[src/rtl/switch_pkg.sv]
// Shared types and helpers for the switch port datapath: packet class enum,
// packet word width and target-mask classification.
package switch_pkg;

  typedef enum logic [1:0] {
    SINGLE    = 2'd0,
    MULTICAST = 2'd1,
    BROADCAST = 2'd2
  } ptype_e;

  // Upper bound on port count accepted by derive_ptype.
  localparam int MAX_PORTS = 32;

  // Packet word is {data, source, target}.
  function automatic int pkt_width(input int num_ports, input int payload_w);
    return payload_w + 2 * num_ports;
  endfunction

  function automatic ptype_e derive_ptype(input logic [MAX_PORTS-1:0] target,
                                          input int num_ports);
    int   ones;
    logic all_set;
    ones    = 0;
    all_set = 1'b1;
    for (int i = 0; i < MAX_PORTS; i++) begin
      if (i < num_ports) begin
        ones    = ones + int'(target[i]);
        all_set = all_set & target[i];
      end
    end
    if (ones == 1) return SINGLE;
    if (all_set)   return BROADCAST;
    return MULTICAST;
  endfunction

endpackage

[src/rtl/switch_sync_fifo.sv]
// Synchronous FIFO with occupancy count. Pop on empty is ignored; push on full
// is taken only when a pop frees the slot on the same edge.
module switch_sync_fifo #(
  parameter  int WIDTH = 16,
  parameter  int DEPTH = 4,
  localparam int AW    = $clog2(DEPTH),
  localparam int CW    = AW + 1
) (
  input  logic             clk,
  input  logic             reset,
  input  logic             push,
  input  logic [WIDTH-1:0] push_data,
  input  logic             pop,
  output logic [WIDTH-1:0] head,
  output logic             full,
  output logic             empty,
  output logic [CW-1:0]    count
);

  logic [WIDTH-1:0] mem [DEPTH];
  logic [AW-1:0]    wr_ptr, rd_ptr;
  logic             do_push, do_pop;

  assign full    = (count == CW'(DEPTH));
  assign empty   = (count == '0);
  assign do_pop  = pop && !empty;
  assign do_push = push && (!full || do_pop);
  assign head    = mem[rd_ptr];

  // Pointers wrap naturally since DEPTH is a power of two.
  always_ff @(posedge clk or negedge reset) begin
    if (!reset) begin
      wr_ptr <= '0;
      rd_ptr <= '0;
      count  <= '0;
    end else begin
      if (do_push) wr_ptr <= wr_ptr + AW'(1);
      if (do_pop)  rd_ptr <= rd_ptr + AW'(1);
      count <= count + CW'(do_push) - CW'(do_pop);
    end
  end

  always_ff @(posedge clk) begin
    if (do_push) mem[wr_ptr] <= push_data;
  end

endmodule

[src/rtl/switch_port_ingress.sv]
// Ingress stage of one switch port: legality check, FIFO buffering, paced replay.
// Define SWITCH_INGRESS_LOOPBACK_FILTER_EN to strip the source bit from target.
module switch_port_ingress
  import switch_pkg::*;
#(
  parameter  int NUM_PORTS      = 4,
  parameter  int PAYLOAD_W      = 8,
  parameter  int DEPTH          = 4,
  parameter  int SUSPEND_MARGIN = 1,
  parameter  int GAP_CYCLES     = 2,
  localparam int W              = pkt_width(NUM_PORTS, PAYLOAD_W)
) (
  input  logic         clk,
  input  logic         reset,
  input  logic         valid_ip,
  input  logic [W-1:0] data_ip,
  output logic         suspend_ip,
  output logic         valid_op,
  output logic [W-1:0] data_op,
  output logic [1:0]   ptype_op,
  input  logic         suspend_op,
  output logic         drop_o,
  output logic [7:0]   err_count
);

  localparam int CW = $clog2(DEPTH) + 1;
  localparam int GW = $clog2(GAP_CYCLES + 1) + 1;
  localparam logic [CW-1:0] SUSP_TH  = CW'(DEPTH - SUSPEND_MARGIN);
  localparam logic [GW-1:0] GAP_LAST = GW'((GAP_CYCLES > 0) ? GAP_CYCLES - 1 : 0);

  typedef enum logic [1:0] {IDLE, SEND, GAP} state_e;

  state_e                 state;
  logic [GW-1:0]          gap_cnt;
  logic [NUM_PORTS-1:0]   src, tgt, tgt_f;
  logic [W-1:0]           push_word, head;
  logic [CW-1:0]          count, count_nxt;
  logic [MAX_PORTS-1:0]   head_tgt;
  logic                   full, empty, bad, push, pop, drop, slot_open;

  assign tgt = data_ip[NUM_PORTS-1:0];
  assign src = data_ip[2*NUM_PORTS-1:NUM_PORTS];

`ifdef SWITCH_INGRESS_LOOPBACK_FILTER_EN
  assign tgt_f = tgt & ~src;
`else
  assign tgt_f = tgt;
`endif

  assign push_word = {data_ip[W-1:NUM_PORTS], tgt_f};
  assign bad       = (tgt_f == '0) || (src == '0) ||
                     ((src & (src - NUM_PORTS'(1))) != '0);

  // A launch may happen from IDLE or on the last GAP cycle; with no gap,
  // back-to-back launches out of SEND keep one packet per cycle.
  assign slot_open = (state == IDLE) || (state == GAP && gap_cnt == '0) ||
                     (state == SEND && GAP_CYCLES == 0);
  assign pop       = slot_open && !empty && !suspend_op;
  assign drop      = valid_ip && (bad || (full && !pop));
  assign push      = valid_ip && !drop;
  assign count_nxt = count + CW'(push) - CW'(pop);

  always_comb begin
    head_tgt              = '0;
    head_tgt[NUM_PORTS-1:0] = head[NUM_PORTS-1:0];
  end

  switch_sync_fifo #(.WIDTH(W), .DEPTH(DEPTH)) u_fifo (
    .clk       (clk),
    .reset     (reset),
    .push      (push),
    .push_data (push_word),
    .pop       (pop),
    .head      (head),
    .full      (full),
    .empty     (empty),
    .count     (count)
  );

  always_ff @(posedge clk or negedge reset) begin
    if (!reset) begin
      state    <= IDLE;
      gap_cnt  <= '0;
      valid_op <= 1'b0;
      data_op  <= '0;
      ptype_op <= 2'd0;
    end else begin
      valid_op <= pop;
      if (pop) begin
        data_op  <= head;
        ptype_op <= derive_ptype(head_tgt, NUM_PORTS);
        state    <= SEND;
      end else begin
        case (state)
          SEND: begin
            state   <= (GAP_CYCLES == 0) ? IDLE : GAP;
            gap_cnt <= GAP_LAST;
          end
          GAP: begin
            if (gap_cnt == '0) state <= IDLE;
            else               gap_cnt <= gap_cnt - GW'(1);
          end
          default: state <= IDLE;
        endcase
      end
    end
  end

  always_ff @(posedge clk or negedge reset) begin
    if (!reset) begin
      drop_o     <= 1'b0;
      err_count  <= '0;
      suspend_ip <= 1'b0;
    end else begin
      drop_o     <= drop;
      suspend_ip <= (count_nxt >= SUSP_TH);
      if (drop && err_count != 8'hFF) err_count <= err_count + 8'd1;
    end
  end

endmodule

[config.mk]
export PLATFORM = sky130hd
export DESIGN_NAME = switch_port_ingress
export DESIGN_NICKNAME = d
export VERILOG_FILES = /design/src/rtl/switch_pkg.sv /design/src/rtl/switch_sync_fifo.sv /design/src/rtl/switch_port_ingress.sv
export SDC_FILE = /design/constraint.sdc
export NUM_CORES = 1
export LEC_CHECK = 0
export ABC_AREA = 0
export CAP_MARGIN = 5
export CELL_PAD_IN_SITES_DETAIL_PLACEMENT = 1
export CELL_PAD_IN_SITES_GLOBAL_PLACEMENT = 1
export CORE_MARGIN = 2
export CORE_UTILIZATION = 50
export CTS_CLUSTER_DIAMETER = 120
export DETAILED_ROUTE_END_ITERATION = 8
export PLACE_DENSITY = 0.83
export SYNTH_ARGS = -nofsm -noshare
export SYNTH_HDL_FRONTEND = slang
export SYNTH_SLANG_ARGS = --single-unit
[constraint.sdc]
create_clock -name clk -period 8.32 [get_ports clk]
set_input_delay 2.08 -clock clk [delete_from_list [all_inputs] [get_ports clk]]
set_output_delay 2.08 -clock clk [all_outputs]
set_load 0.03 [all_outputs]
; ---- Word level (Yosys, flattened, before mapping)
; Memory sizes are Yosys's and may differ from the RTL's.
; Cells that the tools add are included.
; Widths: inputs -> output; s select.
[op_classes]
n_addsub = 12
magnitude_cmp = 1
eq_ne = 7
muxes = 24
bitwise_logic = 5
n_reduce_logical = 27
[op_table]
columns = op, count
row1 = $mux 32, 4
row2 = $add 32x2->32, 3
row3 = $eq 32x2->1 const B, 1
row4 = $mux 2, 6
row5 = $mux 1, 11
row6 = $logic_and 1x1->1, 9
row7 = $add 8x1->8 const B, 1
row8 = $logic_not 4->1, 2
row9 = $ne 8x8->1 const B, 1
row10 = $add 3x1->3, 2
row11 = $logic_not 3->1, 2
row12 = $pmux 3 s2, 1
row13 = $sub 3x1->3, 2
row14 = $logic_not 1->1, 5
row15 = $logic_or 1x1->1, 5
row16 = $add 2x1->2 const B, 2
row17 = $and 4x4->4, 1
row18 = $pmux 2 s2, 1
row19 = $reduce_bool 4->1, 1
row20 = $sub 4x1->4 const B, 1
row21 = $and 1x1->1, 3
row22 = $eq 3x3->1 const B, 1
row23 = $ge 3x2->1 const B, 1
row24 = $mux 3, 1
row25 = 9 further kinds, 9
[word_totals]
reg_bits = 41
mem_bits_rw = 64
inputBits = 20
output_inout_bits = 29
elab_cells = 88
mem_count = 1
[mem_list]
columns = name, words, width, read_ports, rd_ports_with_merged_regs, wr, line_no
row1 = u_fifo.mem, 4, 16, 1, 0, 1, switch_sync_fifo.sv:20  ; logic [WIDTH-1:0] mem [DEPTH];

; ---- Logic depth before layout (Yosys ltp)
[logic_depth]
depth_word = 19
mapped_depth = 14
mapped_depth_nobuf = 12

; ---- Hierarchy
; A second synthesis with hierarchy kept.
[hier_totals]
cells_unflattened = 299
area_unflattened_um2 = 4471.8
[modules_own_cells]
columns = mod, instances, cells_each, area_each_um2, seq_area_each_um2
row1 = switch_sync_fifo, 1, 119, 2742.6, 2097.0
row2 = switch_port_ingress, 1, 180, 1729.2, 850.8

; ---- Worst setup path before layout
; OpenSTA, ideal clock, no wires.
[synth_path]
path_type = input to register
startpoint = in suspend_op
endpoint = reg u_fifo.count[2]
setup_time_ns = 0.128
arrival_time_ns = 3.819
required_ns = 8.192
path_slack_ns = 4.373
cell_stages = 10
path_buffers = 2
path_cell_list = or3_1 buf_2 inv_2 buf_2 ha_1 inv_1 ha_1 inv_1 fa_1 xnor2_1
[synth_between]
elab_cells_between_ends = 13
classes_between = 2 x add/sub / 11 x reduce/logical
[synth_rtl]
columns = item, line_no
row1 = "start, declared", switch_port_ingress.sv:21  ; input logic suspend_op,
row2 = $logic_not 1->1 *, switch_port_ingress.sv:58  ; assign pop = slot_open && !empty && !suspend_op;
row3 = $logic_and 1x1->1 *, switch_port_ingress.sv:58
row4 = $logic_and 1x1->1 *, switch_sync_fifo.sv:26  ; assign do_pop = pop && !empty;
row5 = net u_fifo.do_pop, switch_sync_fifo.sv:22  ; logic do_push, do_pop;
row6 = $logic_or 1x1->1, switch_sync_fifo.sv:27  ; assign do_push = push && (!full || do_pop);
row7 = $logic_and 1x1->1, switch_sync_fifo.sv:27
row8 = $add 3x1->3, switch_sync_fifo.sv:39  ; count <= count + CW'(do_push) - CW'(do_pop);
row9 = $sub 3x1->3 *, switch_sync_fifo.sv:39
row10 = "end signal, assigned", switch_sync_fifo.sv:39
row11 = "end, declared", switch_sync_fifo.sv:17  ; output logic [CW-1:0] count
; Mark *: on every way through the listed nets, which the timed path passes. The rest lies on a longest branch.
; A chain may end at the register's enable or synchronous reset.

; ---- Final worst setup path
[layout_path]
startpoint = in suspend_op
endpoint = reg u_fifo.count[2]
[layout_between]
elab_chain_cells = 11
elab_cells_between_ends = 13
classes_between = 2 x add/sub / 11 x reduce/logical
[layout_lines]
columns = item, line_no
row1 = $logic_not 1->1 *, switch_port_ingress.sv:58
row2 = $logic_and 1x1->1 *, switch_port_ingress.sv:58
row3 = $logic_not 1->1, switch_port_ingress.sv:59  ; assign drop = valid_ip && (bad || (full && !pop));
row4 = $logic_and 1x1->1, switch_port_ingress.sv:59
row5 = $logic_or 1x1->1, switch_port_ingress.sv:59
row6 = $logic_and 1x1->1, switch_port_ingress.sv:59
row7 = $logic_not 1->1, switch_port_ingress.sv:60  ; assign push = valid_ip && !drop;
row8 = $logic_and 1x1->1, switch_port_ingress.sv:60
row9 = $logic_and 1x1->1, switch_sync_fifo.sv:27
row10 = $add 3x1->3, switch_sync_fifo.sv:39
row11 = $sub 3x1->3 *, switch_sync_fifo.sv:39
; Every way passes the cells marked *; elsewhere a longest branch is shown, timed or not.

==> flow_metrics.tcl <==
set metrics [dict create \
    synth_top_area_share_pct 43.6 \
    antenna_found_initial 0 \
    crit_arrival_ns 4.86 \
    asyncSetResetFlopFracSynth_pct 39.0 \
    post_cts_repair_resize_count 0 \
    syn-cell-area_um2 4410 \
    detail_route.drc_violations 0 \
    dr.pass1.iters 4 \
    postSynthRegisterBits 105 \
    fmaxAchievable_ghz 0.217 \
    cts-buffers-inserted 9 \
    post-synth-top-count-cell "sky130_fd_sc_hd__edfxtp_1" \
    cpMaxStageDelayCell "sky130_fd_sc_hd__or3_1" \
    vias 2427 \
    num-nets-final 382 \
    antenna_cells_inserted 0 \
    dp_hpwl_um 5660 \
    grt_max_degree 42 \
    skew_ns 0.0112 \
    crit_path_max_fanout 25 \
    place_area_um2 4970 \
    ctsRootBufferMaster "sky130_fd_sc_hd__clkbuf_8" \
    core.rowCount 34 \
    via_count_of_the_first_global_routing_pass 2696 \
    clk_path_buf_depth 2 \
    clk-insertion-delay-late_ns 0.36 \
    wl_per_cell_um 18.7 \
    powerDensity_nw_per_um2 351 \
    synth.yosys.seq_area_share_pct 66.9 \
    finalCriticalPeriod_ns 4.61 \
    first_iter_violations 109 \
    area_of_combinational_cells_with_multiple_inputs_um2 1340 \
    worstMarginPinSlew_ns 0.943 \
    synth.distinct_cells 41 \
    synth.avg_cell_area_um2 15.2 \
    final_area_um2 5170 \
    setup.worst_path.end_class "register" \
    max-slew-margin-rel_pct 37.1 \
    result_of_the_run "complete, no violations" \
    gp_congestion 0.700 \
    cellLeakagePower_nw 2.03 \
    hold_violations 0 \
    cts_tree "done" \
    portBuffers 48 \
    irDropWorstVdd_uv 159 \
    top_level_ports 49 \
    maxSlewViolCount 0 \
    core_region_area_um2 8640 \
    max_cap_violations 0 \
    detail-route-antenna-nets 0 \
    rsz_0062_raised_after_global_routing "no" \
    cts.hold.buffers_added 0 \
    finalSetupViolations 0 \
    layout-area-overhead-vs-synth_pct 17.3 \
    post_synth_most_frequent_cells "sky130_fd_sc_hd__edfxtp_1 (64), sky130_fd_sc_hd__nand2_1 (60), sky130_fd_sc_hd__dfrtp_1 (41)" \
    cpPeakStageDelay_ns 0.74 \
    post_detailed_route_via_to_cell_ratio 5.35 \
    chipHeight_um 97.9 \
    timing.critical_path.cells "clkdlybuf4s50_1 > or3_1 > inv_2 > ha_1 > inv_1 > ha_1 > inv_1 > fa_1 > xnor2_1" \
    globalRouteOverflowTotal 0 \
    grtUsageTotal_pct 19.5 \
    cp.required_ns 8.57 \
    die_x_um 97.9 \
    grt_first_pass_wirelength_um 14200 \
    initial_utilization_pct 51.1 \
    post_route_cells_drive_above_1_share_pct 11.8 \
    clock_tree.htree_level_count 3 \
    finalCritPeriodShare_pct 55.4 \
    synth_ff_type "sky130_fd_sc_hd__edfxtp_1" \
    synthesis.yosys.warnings 0 \
    synth_edf_count 64 \
    post_cts.repair.setup_buffers 0 \
    route.final.wire_length_um 8490 \
    seq_area_um2 2950 \
    worst_setup_path_start_kind "primary input" \
    min_path_type "reg2reg" \
    synthCells 291 \
    tns_ns 0 \
    design.die.area_um2 9590 \
    filler_cell_count 829 \
    cts_num_sinks 105 \
    critical_path_class "in2reg" \
    synth_nets 332 \
    netlist.top_cell.by_area "sky130_fd_sc_hd__edfxtp_1" \
    cts.clk_slew.worst_paths_ns 0.10 \
    synth_top_cells_by_area "sky130_fd_sc_hd__edfxtp_1 (44%), sky130_fd_sc_hd__dfrtp_1 (23%), sky130_fd_sc_hd__mux4_2 (8.2%)" \
]
[placed cells by master, fill, tap and decap left out, drive strengths merged, types with 3 or more instances in the layout]
| master | synthesis | routed |
|---|---|---|
| nand2 | 60 | 60 |
| a21oi | 3 | 3 |
| edfxtp | 64 | 64 |
| and3 | 6 | 6 |
| clkdlybuf4s50 | 0 | 47 |
| nor2b | 3 | 3 |
| clkbuf | 4 | 9 |
| nand3 | 3 | 3 |
| mux4 | 16 | 16 |
| dfrtp | 41 | 41 |
| o21ai | 3 | 3 |
| inv | 18 | 20 |
| nand4 | 5 | 5 |
| xnor2 | 11 | 11 |
| ha | 17 | 17 |
| and2 | 5 | 5 |
| fa | 4 | 4 |
| nor2 | 4 | 4 |
[layout make-up]
class	count	share of cell area, %
well taps	108	2.61
clock buffers	9	2.40
clock inverters	7	1.48
multi-input cells	158	25.8
inverters	18	1.31
flip-flops and latches	105	57.0
repair buffers	49	9.34
[worst paths after layout]
kind | startpoint | to | slack (ns) | cells after the start
worst max-delay path | suspend_op | u_fifo.count[2] | 3.71 | 9
worst min-delay path | data_op[3] | data_op[3] | 0.48 | 2
worst max register to register | gap_cnt[0] | u_fifo.count[2] | 4.78 | 12
worst min register to register | data_op[3] | data_op[3] | 0.48 | 2
max in group asynchronous | reset | data_op[8] | 5.88 | 1
min in group asynchronous | reset | gap_cnt[1] | 1.85 | 1
[per-stage QoR]
stage | hold slack (ns) | total power [mW] | setup WS (ns) | utilization [%] | cells
floorplan | 0.450 | 1.25 | 4.37 | - | 291
global placement | 0.459 | 1.47 | 3.42 | 57.5 | 438
detailed placement | 0.466 | 1.52 | 3.26 | 57.5 | 438
CTS | 0.490 | 1.84 | 3.66 | 59.9 | 454
global route | 0.515 | 1.93 | 3.48 | 59.9 | 454
finish | 0.483 | 1.81 | 3.71 | 59.9 | 454
[power by group]
part / total, mW / switching [mW] / internal (mW)
combinational: 0.733 / 0.410 / 0.323
sequential: 0.761 / 0.0892 / 0.672
clock: 0.320 / 0.179 / 0.141
[metal layers]
metal	vias to the layer above	wire (µm)	track usage, %
li1	1134	-	-
met3	7	244	3.22
met1	1246	3810	26.7
met5	-	0	0
met4	0	99	6.09
met2	40	4330	32.5
[sequential cells by signal, summed over array words and instances (netlist names), 2 cells and up]
register       flops
gap_cnt            3
u_fifo.wr_ptr      2
ptype_op           2
u_fifo.mem        64
err_count          8
u_fifo.rd_ptr      2
state              2
u_fifo.count       3
data_op           16
[cells by family (layout without fill, tap and decap cells)]
logic type,after synthesis,count (layout),share of synthesized area [%]
AOI/OAI and AO/OA,13,13,2.01
xor gates and xnor gates,12,12,2.38
adders and majority gates,21,21,6.64
buffers and inverters,28,83,2.84
DFF,105,105,66.9
muxes,19,19,9.00
and+or+nand+nor,93,93,10.3
[critical path, delay by kind of cell]
kind                       cells  cell delay (ns)
xor gates and xnor gates       1             0.14
buffers and inverters          4             0.97
adders and majority gates      3             0.92
and+or+nand+nor                1             0.74
(Power assumes the default switching activity.)
